**config.mk**
```make
export PLATFORM = sky130hd
export DESIGN_NAME = wb_stage
export DESIGN_NICKNAME = d
export VERILOG_FILES = /design/src/rtl/cpu_pkg.sv /design/src/rtl/sat_counter.sv /design/src/rtl/wb_stage.sv
export SDC_FILE = /design/constraint.sdc
export NUM_CORES = 1
export LEC_CHECK = 0
export CAP_MARGIN = 0
export CORE_ASPECT_RATIO = 0.5
export CORE_MARGIN = 3
export CORE_UTILIZATION = 39
export DETAILED_ROUTE_END_ITERATION = 12
export GPL_ROUTABILITY_DRIVEN = 0
export GPL_TIMING_DRIVEN = 0
export MAX_ROUTING_LAYER = met4
export PLACE_DENSITY_LB_ADDON = 0.05
export SLEW_MARGIN = 15
export SYNTH_ARGS = -nofsm -noshare
export SYNTH_HDL_FRONTEND = slang
export SYNTH_SLANG_ARGS = --single-unit
```
**constraint.sdc**
```tcl
create_clock -name clk -period 3 [get_ports clk]
set_input_delay 0.6 -clock clk [delete_from_list [all_inputs] [get_ports clk]]
set_output_delay 0.6 -clock clk [all_outputs]
set_load 0.005 [all_outputs]
```
**src/rtl/cpu_pkg.sv**
```systemverilog
// Shared CPU definitions: word width, architectural register numbers,
// SYSCALL codes and the write-back halt state type.
package cpu_pkg;

    localparam int          WORD_W       = 32;
    localparam logic [31:0] SYSCALL_HALT = 32'd10;
    localparam logic [4:0]  REG_RA       = 5'd31;

    typedef enum logic {
        RUN    = 1'b0,
        HALTED = 1'b1
    } wb_state_e;

    // Return address written by JAL: the word after the jump.
    function automatic logic [WORD_W-1:0] link_addr(input logic [WORD_W-1:0] pc);
        return pc + 32'd4;
    endfunction

endpackage : cpu_pkg

```
**src/rtl/sat_counter.sv**
```systemverilog
// Up-counter with enable and synchronous active-low clear that holds at
// all-ones instead of wrapping.
module sat_counter #(
    parameter int W = 32
) (
    input  logic         clk,
    input  logic         rst_n,
    input  logic         en,
    output logic [W-1:0] count
);

    logic [W-1:0] count_r;
    logic         at_max_s;

    assign at_max_s = (count_r == {W{1'b1}});

    // Counter register: clear, saturating increment, or hold.
    always_ff @(posedge clk) begin
        if (!rst_n) begin
            count_r <= {W{1'b0}};
        end else if (en && !at_max_s) begin
            count_r <= count_r + {{(W-1){1'b0}}, 1'b1};
        end else begin
            count_r <= count_r;
        end
    end

    assign count = count_r;

endmodule : sat_counter

```
**src/rtl/wb_stage.sv**
```systemverilog
// Write-back stage: register-file write port, architectural HI/LO, SYSCALL
// print/halt handling and the retired-instruction counter.
module wb_stage
    import cpu_pkg::*;
#(
    parameter int          CNT_W     = 32,
    parameter logic [31:0] HALT_CODE = SYSCALL_HALT
) (
    input  logic             clk,
    input  logic             rst_n,
    input  logic [31:0]      IR,
    input  logic [31:0]      PC,
    input  logic [31:0]      R1,
    input  logic [31:0]      R2,
    input  logic [31:0]      RD1,
    input  logic [31:0]      RD2,
    input  logic [4:0]       WbRegNum,
    input  logic             RegWrite,
    input  logic             LOWrite,
    input  logic             HIWrite,
    input  logic             JAL,
    input  logic             SYSCALL,
    output logic             rf_we,
    output logic [4:0]       rf_waddr,
    output logic [31:0]      rf_wdata,
    output logic [31:0]      hi,
    output logic [31:0]      lo,
    output logic [31:0]      disp_data,
    output logic             disp_valid,
    output logic             halt,
    output logic [CNT_W-1:0] retired
);

    wb_state_e   state_r;
    wb_state_e   next_state_s;
    logic        valid_s;
    logic        print_s;
    logic [31:0] hi_r;
    logic [31:0] lo_r;
    logic [31:0] disp_data_r;
    logic        disp_valid_r;
    logic        halt_r;
    logic        rf_we_s;
    logic [4:0]  rf_waddr_s;
    logic [31:0] rf_wdata_s;

    // A bubble or anything arriving after halt is not an instruction.
    assign valid_s = (IR != 32'd0) && (state_r == RUN);

    // Register-file write port, same cycle as the instruction.
    always_comb begin
        rf_we_s    = 1'b0;
        rf_waddr_s = WbRegNum;
        rf_wdata_s = R1;
        if (valid_s && RegWrite && (WbRegNum != 5'd0)) begin
            rf_we_s = 1'b1;
        end else begin
            rf_we_s = 1'b0;
        end
        if (JAL) begin
            rf_wdata_s = link_addr(PC);
        end else begin
            rf_wdata_s = R1;
        end
    end

    assign rf_we    = rf_we_s;
    assign rf_waddr = rf_waddr_s;
    assign rf_wdata = rf_wdata_s;

    // Halt FSM next state and print decision.
    always_comb begin
        next_state_s = state_r;
        print_s      = 1'b0;
        case (state_r)
            RUN: begin
                if (valid_s && SYSCALL && (RD1 == HALT_CODE)) begin
                    next_state_s = HALTED;
                end else if (valid_s && SYSCALL) begin
                    next_state_s = RUN;
                    print_s      = 1'b1;
                end else begin
                    next_state_s = RUN;
                end
            end
            HALTED: begin
                next_state_s = HALTED;
            end
            default: begin
                next_state_s = RUN;
            end
        endcase
    end

    // Halt FSM state register; halt mirrors the state it is entering.
    always_ff @(posedge clk) begin
        if (!rst_n) begin
            state_r <= RUN;
            halt_r  <= 1'b0;
        end else begin
            state_r <= next_state_s;
            halt_r  <= (next_state_s == HALTED);
        end
    end

    // HI/LO registers; a mult/div writes both in one cycle.
    always_ff @(posedge clk) begin
        if (!rst_n) begin
            hi_r <= 32'd0;
            lo_r <= 32'd0;
        end else begin
            if (valid_s && HIWrite) begin
                hi_r <= R2;
            end else begin
                hi_r <= hi_r;
            end
            if (valid_s && LOWrite) begin
                lo_r <= R1;
            end else begin
                lo_r <= lo_r;
            end
        end
    end

    // Display latch and its one-cycle update strobe.
    always_ff @(posedge clk) begin
        if (!rst_n) begin
            disp_data_r  <= 32'd0;
            disp_valid_r <= 1'b0;
        end else if (print_s) begin
            disp_data_r  <= RD2;
            disp_valid_r <= 1'b1;
        end else begin
            disp_data_r  <= disp_data_r;
            disp_valid_r <= 1'b0;
        end
    end

    sat_counter #(
        .W(CNT_W)
    ) u_retired (
        .clk  (clk),
        .rst_n(rst_n),
        .en   (valid_s),
        .count(retired)
    );

    assign hi         = hi_r;
    assign lo         = lo_r;
    assign disp_data  = disp_data_r;
    assign disp_valid = disp_valid_r;
    assign halt       = halt_r;

endmodule : wb_stage

```
Word-level counts from Yosys, hierarchy flattened
Index checks and enable logic that the tools add are counted.
{"block": "totals", "reg_bits": 130, "out_inout_bits": 168}
{"block": "op_classes", "add_sub_neg": 2, "n_eq_ne": 2, "mux": 8, "bitwise": 1, "n_reduce_logical": 11}
{"operator": "adder 32 x 1 -> 32 bit, second input constant", "n": 1}
{"operator": "adder 32 x 3 -> 32 bit, second input constant", "n": 1}
{"operator": "equality test 32 bit, second input constant", "n": 1}
{"operator": "equality test 32 x 4 -> 1 bit, second input constant", "n": 1}
{"operator": "two-way mux 32 bit", "n": 1}
{"operator": "nonzero test 32 bit", "n": 1}
{"operator": "logical AND 1 bit", "n": 8}
{"operator": "two-way mux 1 bit", "n": 6}
{"operator": "nonzero test 5 bit", "n": 1}
{"operator": "one-hot mux 1 bit (2 select lines)", "n": 1}
{"operator": "logical NOT 1 bit", "n": 1}
{"operator": "inverter 1 bit", "n": 1}

Logic depth before layout (Yosys ltp)
Gate-level depths: netlist of run 1.
{"block": "depth", "ltp_word": 7, "mapped_depth": 9, "mapped_depth_nobuf": 6}

Modules after synthesis
From an unflattened synthesis of run 1, not the netlist that was laid out.
{"block": "hier_totals", "hier_cells": 804, "hier_area_um2": 6357.3}
{"mod": "wb_stage", "instances": 1, "cells_each": 610, "area_per_inst_um2": 4710.8, "seq_area_each_um2": 1961.9}
{"mod": "sat_counter", "instances": 1, "cells_each": 194, "area_per_inst_um2": 1646.6, "seq_area_each_um2": 640.6}

Worst setup path before layout of run 1
No wires, ideal clock.
{"block": "synth_path", "kind": "input to output", "startpoint": "input PC[5]", "endpoint": "output rf_wdata[31]", "arrival_time_ns": 1.881, "required_ns": 2.400, "path_slack_ns": 0.519, "path_stages": 5, "path_cell_list": "nand4_1 -> nor3_2 -> nand3_1 -> or3_1 -> a31oi_1"}
{"block": "synth_via", "elab_chain_len": 2}
{"element": "from (decl)", "line": "wb_stage.sv:12", "rtl": "input logic [31:0] PC,"}
{"element": "adder 32 x 3 -> 32 bit", "line": "cpu_pkg.sv:16", "rtl": "return pc + 32'd4;"}
{"element": "two-way mux 32 bit", "line": "wb_stage.sv:60", "rtl": "if (JAL) begin"}
{"element": "to (decl)", "line": "wb_stage.sv:25", "rtl": "output logic [31:0] rf_wdata,"}
No other way between the ends.

Worst setup path in the final report of run 1
{"block": "layout_path", "startpoint": "input PC[2]", "endpoint": "output rf_wdata[16]"}
Same word-level chain as after synthesis.

==> metrics.yaml, run 1 <==
layout:
  utilization_pct: 71.9
  layout.cells.most_common: "clkdlybuf4s50_1"
  nNetsFinal: 1446
  fin_cells: 1474
  fin_area_um2: 11400
  fillCellCount: 1264
  area_growth_pct: 75.5
  layout-drive-gt1-share_pct: 9.74
  mostFrequentLayoutCells: "326 x clkdlybuf4s50_1, 153 x nand2_1, 130 x dfxtp_1, 82 x nand3_1, 73 x o21ai_0"
grt:
  gr-total-overflow: 0
  met3_usage_pct: 7.89
  grt_pass1_vias: 7864
  antenna_found_initial: 1
  grt_use_total_pct: 28.3
  grt_busiest_layer: "met2"
  grtUsageMet1_pct: 29.8
  grt_pass1_wl_mm: 40.7
  grt_max_degree: 17
  grt_use_met2_pct: 51.6
placed_design:
  place_inst: 1415
  io_buffers: 369
  hpwl_mm: 20.2
  postPlaceCellArea_um2: 10500
logic_synthesis:
  syn_area_um2: 6490
  synth_area_leaders: "dfxtp_1 40%, nand2_1 8.8%, nand3_1 6.7%"
  synthCells: 825
  seq_area_frac_synth_pct: 40.1
  ys_ff_latch: 130
  ys_types: 50
  yosys_warnings: 0
  synth_fp_nets: 1031
  synth_top_area_cell: "dfxtp_1"
  synth_area_per_cell_um2: 7.87
  yosysTopAreaCellShare_pct: 40.1
flow_run:
  maxCapViolations: 0
timing:
  slew_headroom_pct: 54.5
  clock_skew_ns: 0.0106
  worst_pin_slew_ns: 0.682
  hold_ws_ns: 0.459
  fin_setup_tns_ns: 0
  final_hold_viol_count: 0
  min_period_ns: 2.98
  fin_crit_sh_pct: 99.3
  timing.fmax_mhz: 336
  report.final.slew_viol_count: 0
  finalSetupViolCount: 0
cts:
  cts.clk_slew.worst_paths_ns: 0.05
  clockRootBuffer: "clkbuf_16"
  h-tree-depth: 4
  clock_path_buffers: 2
  clk_latency_ns: 0.41
  cts.sinks: 130
  cts_buffers: 17
  cts_tree: "built"
power:
  ir_drop_mv: 0.316
  cellLeakagePower_uw: 0.00424
  power.density_nw_per_um2: 428
setup_path:
  cpMaxStageDelayCell: "clkdlybuf4s50_1"
  required_ns: 2.40
  arrival_ns: 2.38
  path_buf_inv: 2
  path_max_fanout: 4
  crit_path_cell_trace: "clkdlybuf4s15_2 -> ha_4 -> nand3_2 -> nor4_1 -> xnor2_1 -> a21oi_1 -> clkdlybuf4s50_1"
  crit_family: "buffers and inverters"
  end_kind: "output pin"
  max_stage_delay_ns: 0.52
  critical_path_class: "in -> out"
  worst_setup_path_start_kind: "input port"
drt:
  via_count: 8046
  drtAntennaViolNets: 0
  vias_per_cell: 5.46
  drt_wl_total_mm: 26.7
  drt_iter0_markers: 532
  routedWlPerCell_um: 18.1
  first_pass_iters: 5
  remaining_drc_errors: 0
die:
  initial_core_util_pct: 41.0
  pin_count: 372
  die_x_um: 188
  die_area_um2: 18300
  core-area_um2: 15900
  row_count: 32
  die_height_um: 97.2
hold_path:
  hp-class: "reg -> reg"
outcome:
  status: "finished, final reports clean"
[path summary, 6_finish.rpt]
kind	startpoint	endpoint	slack, ns	cells past startpoint
setup / recovery	PC[2]	rf_wdata[16]	0.02	7
hold / removal	disp_data[28]	disp_data[28]	0.46	2
setup reg to reg	u_retired.count[0]	u_retired.count[19]	0.61	9
hold reg to reg	disp_data[28]	disp_data[28]	0.46	2
[worst reg2reg max path: cells and delay by family, from the launching register on]
family | cells | cell delay [ns]
and+or+nand+nor | 4 | 0.92
buffers and inverters | 3 | 0.53
DFF | 1 | 0.43
adders and majority gates | 1 | 0.23
AOI/OAI and AO/OA | 1 | 0.17
[cells by family (layout without fill, tap and decap cells)]
group	after synthesis	after routing	synth area share, %
AOI/OAI and AO/OA	169	169	15.3
xor gates and xnor gates	23	23	3.10
adders and majority gates	2	2	0.385
buffers and inverters	74	500	5.45
DFF	130	130	40.1
muxes	37	37	5.76
other	0	1	0
and+or+nand+nor	390	391	29.9
[Yosys cell counts, drive strengths merged]
cell type / count
o21a: 3
o221ai: 1
mux2i: 34
o211ai: 3
buf: 23
o31ai: 22
nor4b: 3
a31oi: 5
inv: 7
nand2: 153
and2: 3
or4: 23
nor4: 21
xnor2: 7
o41ai: 3
ha: 2
nand3: 88
o31a: 1
and3: 7
nand4b: 2
or3: 10
a21oi: 50
xor2: 16
clkbuf: 43
dfxtp: 130
nand4: 23
and4: 5
nor2: 40
o2111ai: 3
o21ai: 76
o311ai: 2
clkinv: 1
nand2b: 4
nor3: 7
nor3b: 1
mux2: 3
[stage by stage]
stage               setup slack, ns  power (uW)
global route               -0.00663        5050
finish                       0.0213        4880
CTS                         0.00264        4900
floorplan                     0.519        2130
detailed placement           -0.871        2750
global placement             -0.833        2740
[power breakdown]
group | internal (uW) | switching [uW]
registers | 1810 | 47.7
clock network | 1380 | 791
logic | 511 | 341
[per-layer routing]
| layer | part of all wire (%) | routed length [um] |
|---|---|---|
| met3 | 8.7 | 2320 |
| met2 | 51 | 13700 |
| met4 | 3.0 | 807 |
| met5 | 0 | 0 |
| met1 | 37 | 9900 |
[area by class of cell]
class / instances / area [um^2] / share of cell area [%]
Multi-Input combinational cell: 622 / 3670 / 32.2
Antenna cell: 1 / 2.50 / 0.0220
Inverter: 8 / 30.0 / 0.263
Clock buffer: 20 / 467 / 4.09
Tap cell: 221 / 277 / 2.43
Clock inverter: 11 / 153 / 1.34
Buffer: 66 / 338 / 2.96
Sequential cell: 130 / 2600 / 22.8
Timing Repair Buffer: 395 / 3860 / 33.9
[sequential cells by signal (all words and copies together), names as in the netlist]
| signal | flops |
|---|---|
| disp_data | 32 |
| disp_valid | 1 |
| halt | 1 |
| hi | 32 |
| lo | 32 |
| u_retired.count | 32 |
[repair_timing]
action                                 4_1_cts  5_1_grt
endpoints found under the hold margin        0        0
hold buffers                                 0        0
pin swaps                                   19        9
buffers inserted                            21        5
setup endpoints to repair                   24       16
cloned                                       1        0
resized for setup                           74       21
Power figures use the tool's default switching activity.
==> run 2, diff against run 1 <==
--- a/config.mk
+++ b/config.mk
@@ -7,8 +7,9 @@
 export LEC_CHECK = 0
 export CAP_MARGIN = 0
 export CORE_ASPECT_RATIO = 0.5
-export CORE_MARGIN = 3
+export CORE_MARGIN = 4
 export CORE_UTILIZATION = 39
+export CTS_CLUSTER_SIZE = 28
 export DETAILED_ROUTE_END_ITERATION = 12
 export GPL_ROUTABILITY_DRIVEN = 0
 export GPL_TIMING_DRIVEN = 0
==> run 2 against run 1 <==
Net effect:
- die area rose by 3.1%
- first-iteration DRC count fell by 14%
- critical path depth rose by 2
- sequential share of layout area barely moved
- via count fell by 1.9%
- clock skew rose by 0.0054 ns
- maximum frequency rose by 1.5%
- non-clock buffer count fell by 1
- combinational power rose by 0.7%
- hold slack got worse by 0.0026 ns
- count of clock-buffer cells in the layout did not move
- wire length rose by 0.49%
- largest cell class unchanged
- largest power group unchanged
==> metrics.yaml, run 2 (synthesis gave the netlist of run 1 again) <==
outcome:
  status: "finished, final reports clean"
power:
  p_clk_share_pct: 43.9  # -0.5 points
  switching_share_pct: 24.5  # +0.31 points
  power.density_nw_per_um2: 424  # -0.93%
  p_seq_share_pct: 38.4  # +0.3 points
  p_comb_share_pct: 17.7  # +0.2 points
  ir_drop_mv: 0.403  # +28%
  cellLeakagePower_uw: 0.00422  # -0.53%
  switching_power_uw: 1190  # +0.50%
  p_int_uw: 3660  # -1.2%
placed_design:
  dpl_worst_slack_ns: -1.03  # -0.162 ns
  hpwl_mm: 20.6  # +2.2%
  io_buffers: 369  # unchanged
  postPlaceCellArea_um2: 10500  # about the same
flow_run:
  maxCapViolations: 0  # unchanged
cts:
  cts_buffers: 17  # unchanged
  clk_latency_ns: 0.41  # about the same
  clockRootBuffer: "clkbuf_16"
  cts.sinks: 130  # unchanged
  cts_tree: "built"
  clock_path_buffers: 2  # unchanged
  cts.clk_slew.worst_paths_ns: 0.06  # about the same
  h-tree-depth: 4  # unchanged
  hold_buffers: 0  # unchanged
grt:
  grt_use_total_pct: 27.8  # -0.53 points
  gr-total-overflow: 0  # unchanged
  grt_pass1_wl_mm: 41.1  # +0.96%
  antenna_found_initial: 1  # unchanged
  grt_max_degree: 17  # unchanged
  grt_pass1_vias: 7917  # +0.67%
drt:
  remaining_drc_errors: 0  # unchanged
  vias_per_cell: 5.33  # -2.3%
  via_count: 7893  # -1.9%
  first_pass_iters: 5  # unchanged
  routedWlPerCell_um: 18.1  # about the same
  drtAntennaViolNets: 0  # unchanged
  drt_iter0_markers: 456  # -14%
  drt_wl_total_mm: 26.9  # +0.49%
die:
  initial_core_util_pct: 39.7  # -1.2 points
  die_area_um2: 18900  # +3.1%
  row_count: 33  # +3.1%
  die_x_um: 190  # +1.1%
  pin_count: 372  # unchanged
  core-area_um2: 16400  # +3.1%
  die_height_um: 99.2  # +2.1%
timing:
  final_hold_viol_count: 0  # unchanged
  timing.fmax_mhz: 341  # +1.5%
  min_period_ns: 2.93  # -0.0445 ns
  worst_pin_slew_ns: 0.675  # -0.00644 ns
  finalSetupViolCount: 0  # unchanged
  clock_skew_ns: 0.0160  # +0.00540 ns
  report.final.slew_viol_count: 0  # unchanged
  slew_headroom_pct: 54.8  # +0.26 points
  fin_ws_ns: 0.0658  # +0.0445 ns
  fin_crit_sh_pct: 97.8  # -1.5 points
setup_path:
  path_max_fanout: 7  # +3
  end_kind: "output pin"
  required_ns: 2.40  # about the same
  worst_setup_path_start_kind: "input port"
  arrival_ns: 2.33  # -0.05 ns
  critical_path_class: "in -> out"
layout:
  fillCellCount: 1340  # +6.0%
  fin_area_um2: 11400  # +0.16%
  multiInputGateArea_um2: 3710  # +1.2%
  seq_area_um2: 2600  # unchanged
  mostFrequentLayoutCells: "324 x clkdlybuf4s50_1, 153 x nand2_1, 130 x dfxtp_1, 82 x nand3_1, 73 x o21ai_0"
  layout.cells.most_common: "clkdlybuf4s50_1"
  area_growth_pct: 75.8
  layout-drive-gt1-share_pct: 10.1  # +0.40 points
  nNetsFinal: 1445  # -0.069%
hold_path:
  hp-class: "reg -> reg"
-- run 2: cell types whose count changed in the layout (fill, tap and decap cells not counted), moves of 2 or more --
| cell | delta |
|---|---|
| buf_4 | -3 |
| buf_6 | +3 |
| clkbuf_1 | +2 |
| clkbuf_8 | -2 |
| clkdlybuf4s15_1 | -2 |
| clkdlybuf4s50_1 | -2 |
| dlygate4sd2_1 | +5 |
| dlymetal6s2s_1 | -2 |
| nand3_2 | -2 |
| nor2_4 | +2 |
| nor4_1 | -5 |
| nor4_2 | +5 |
-- run 2: stage by stage --
stage / TNS [ns] / instances / utilization (%) / hold WS, ns / power (uW)
CTS: 0 / 1471 / 69.3 / 0.460 / 4870
global placement: -18.22 / 1421 / 64.0 / 0.443 / 2740
finish: 0 / 1480 / 69.8 / 0.456 / 4840
floorplan: 0 / 825 / - / 0.451 / 2130
global route: -0.0155 / 1480 / 69.8 / 0.480 / 5030
detailed placement: -25.55 / 1421 / 64.0 / 0.451 / 2760
-- run 2: layout make-up --
class | count | share of cell area, %
Timing Repair Buffer | 395 | 33.7
Multi-Input combinational cell | 622 | 32.5
Sequential cell | 130 | 22.8
Clock buffer | 20 | 3.91
Buffer | 65 | 2.87
Tap cell | 227 | 2.49
Clock inverter | 12 | 1.38
Inverter | 8 | 0.263
Antenna cell | 1 | 0.0219
-- run 2: critical path, stage by stage --
cell and delay, ns:
clkdlybuf4s15_2 0.21, nand4_1 0.22, nor3_4 0.25, buf_6 0.14, nand3_4 0.10, buf_6 0.15, or3_1 0.33, a31oi_1 0.19
buf_2 0.15
-- run 2: path summary, 6_finish.rpt --
path | from | end | slack [ns] | cells after the start
worst max-delay path | PC[6] | rf_wdata[31] | 0.07 | 9
worst min-delay path | disp_data[11] | disp_data[11] | 0.46 | 2
worst max register to register | u_retired.count[0] | u_retired.count[12] | 0.62 | 9
worst min register to register | disp_data[11] | disp_data[11] | 0.46 | 2
-- run 2: per-layer routing --
layer | wire (um) | GRT usage (%) | share of wire (%)
met1 | 9710 | 28.3 | 36
met2 | 14200 | 52.1 | 53
met3 | 2350 | 8.80 | 8.8
met4 | 578 | 7.34 | 2.2
met5 | 0 | - | 0
-- run 2: power by group through the flow --
stage               sequential (uW)  clock [uW]  combinational, uW
floorplan                      1900           0                236
detailed placement             1890           0                861
finish                         1860        2130                858
global placement               1890           0                850
global route                   1870        2240                923
CTS                            1860        2150                859
-- run 2: repair_timing --
| item | in CTS | in global routing |
|---|---|---|
| setup buffers | 17 | 9 |
| resized for setup | 85 | 23 |
| cloned | 1 | 0 |
| setup endpoints to repair | 26 | 17 |
| pin swaps | 13 | 15 |
| hold endpoints to repair | 0 | 0 |
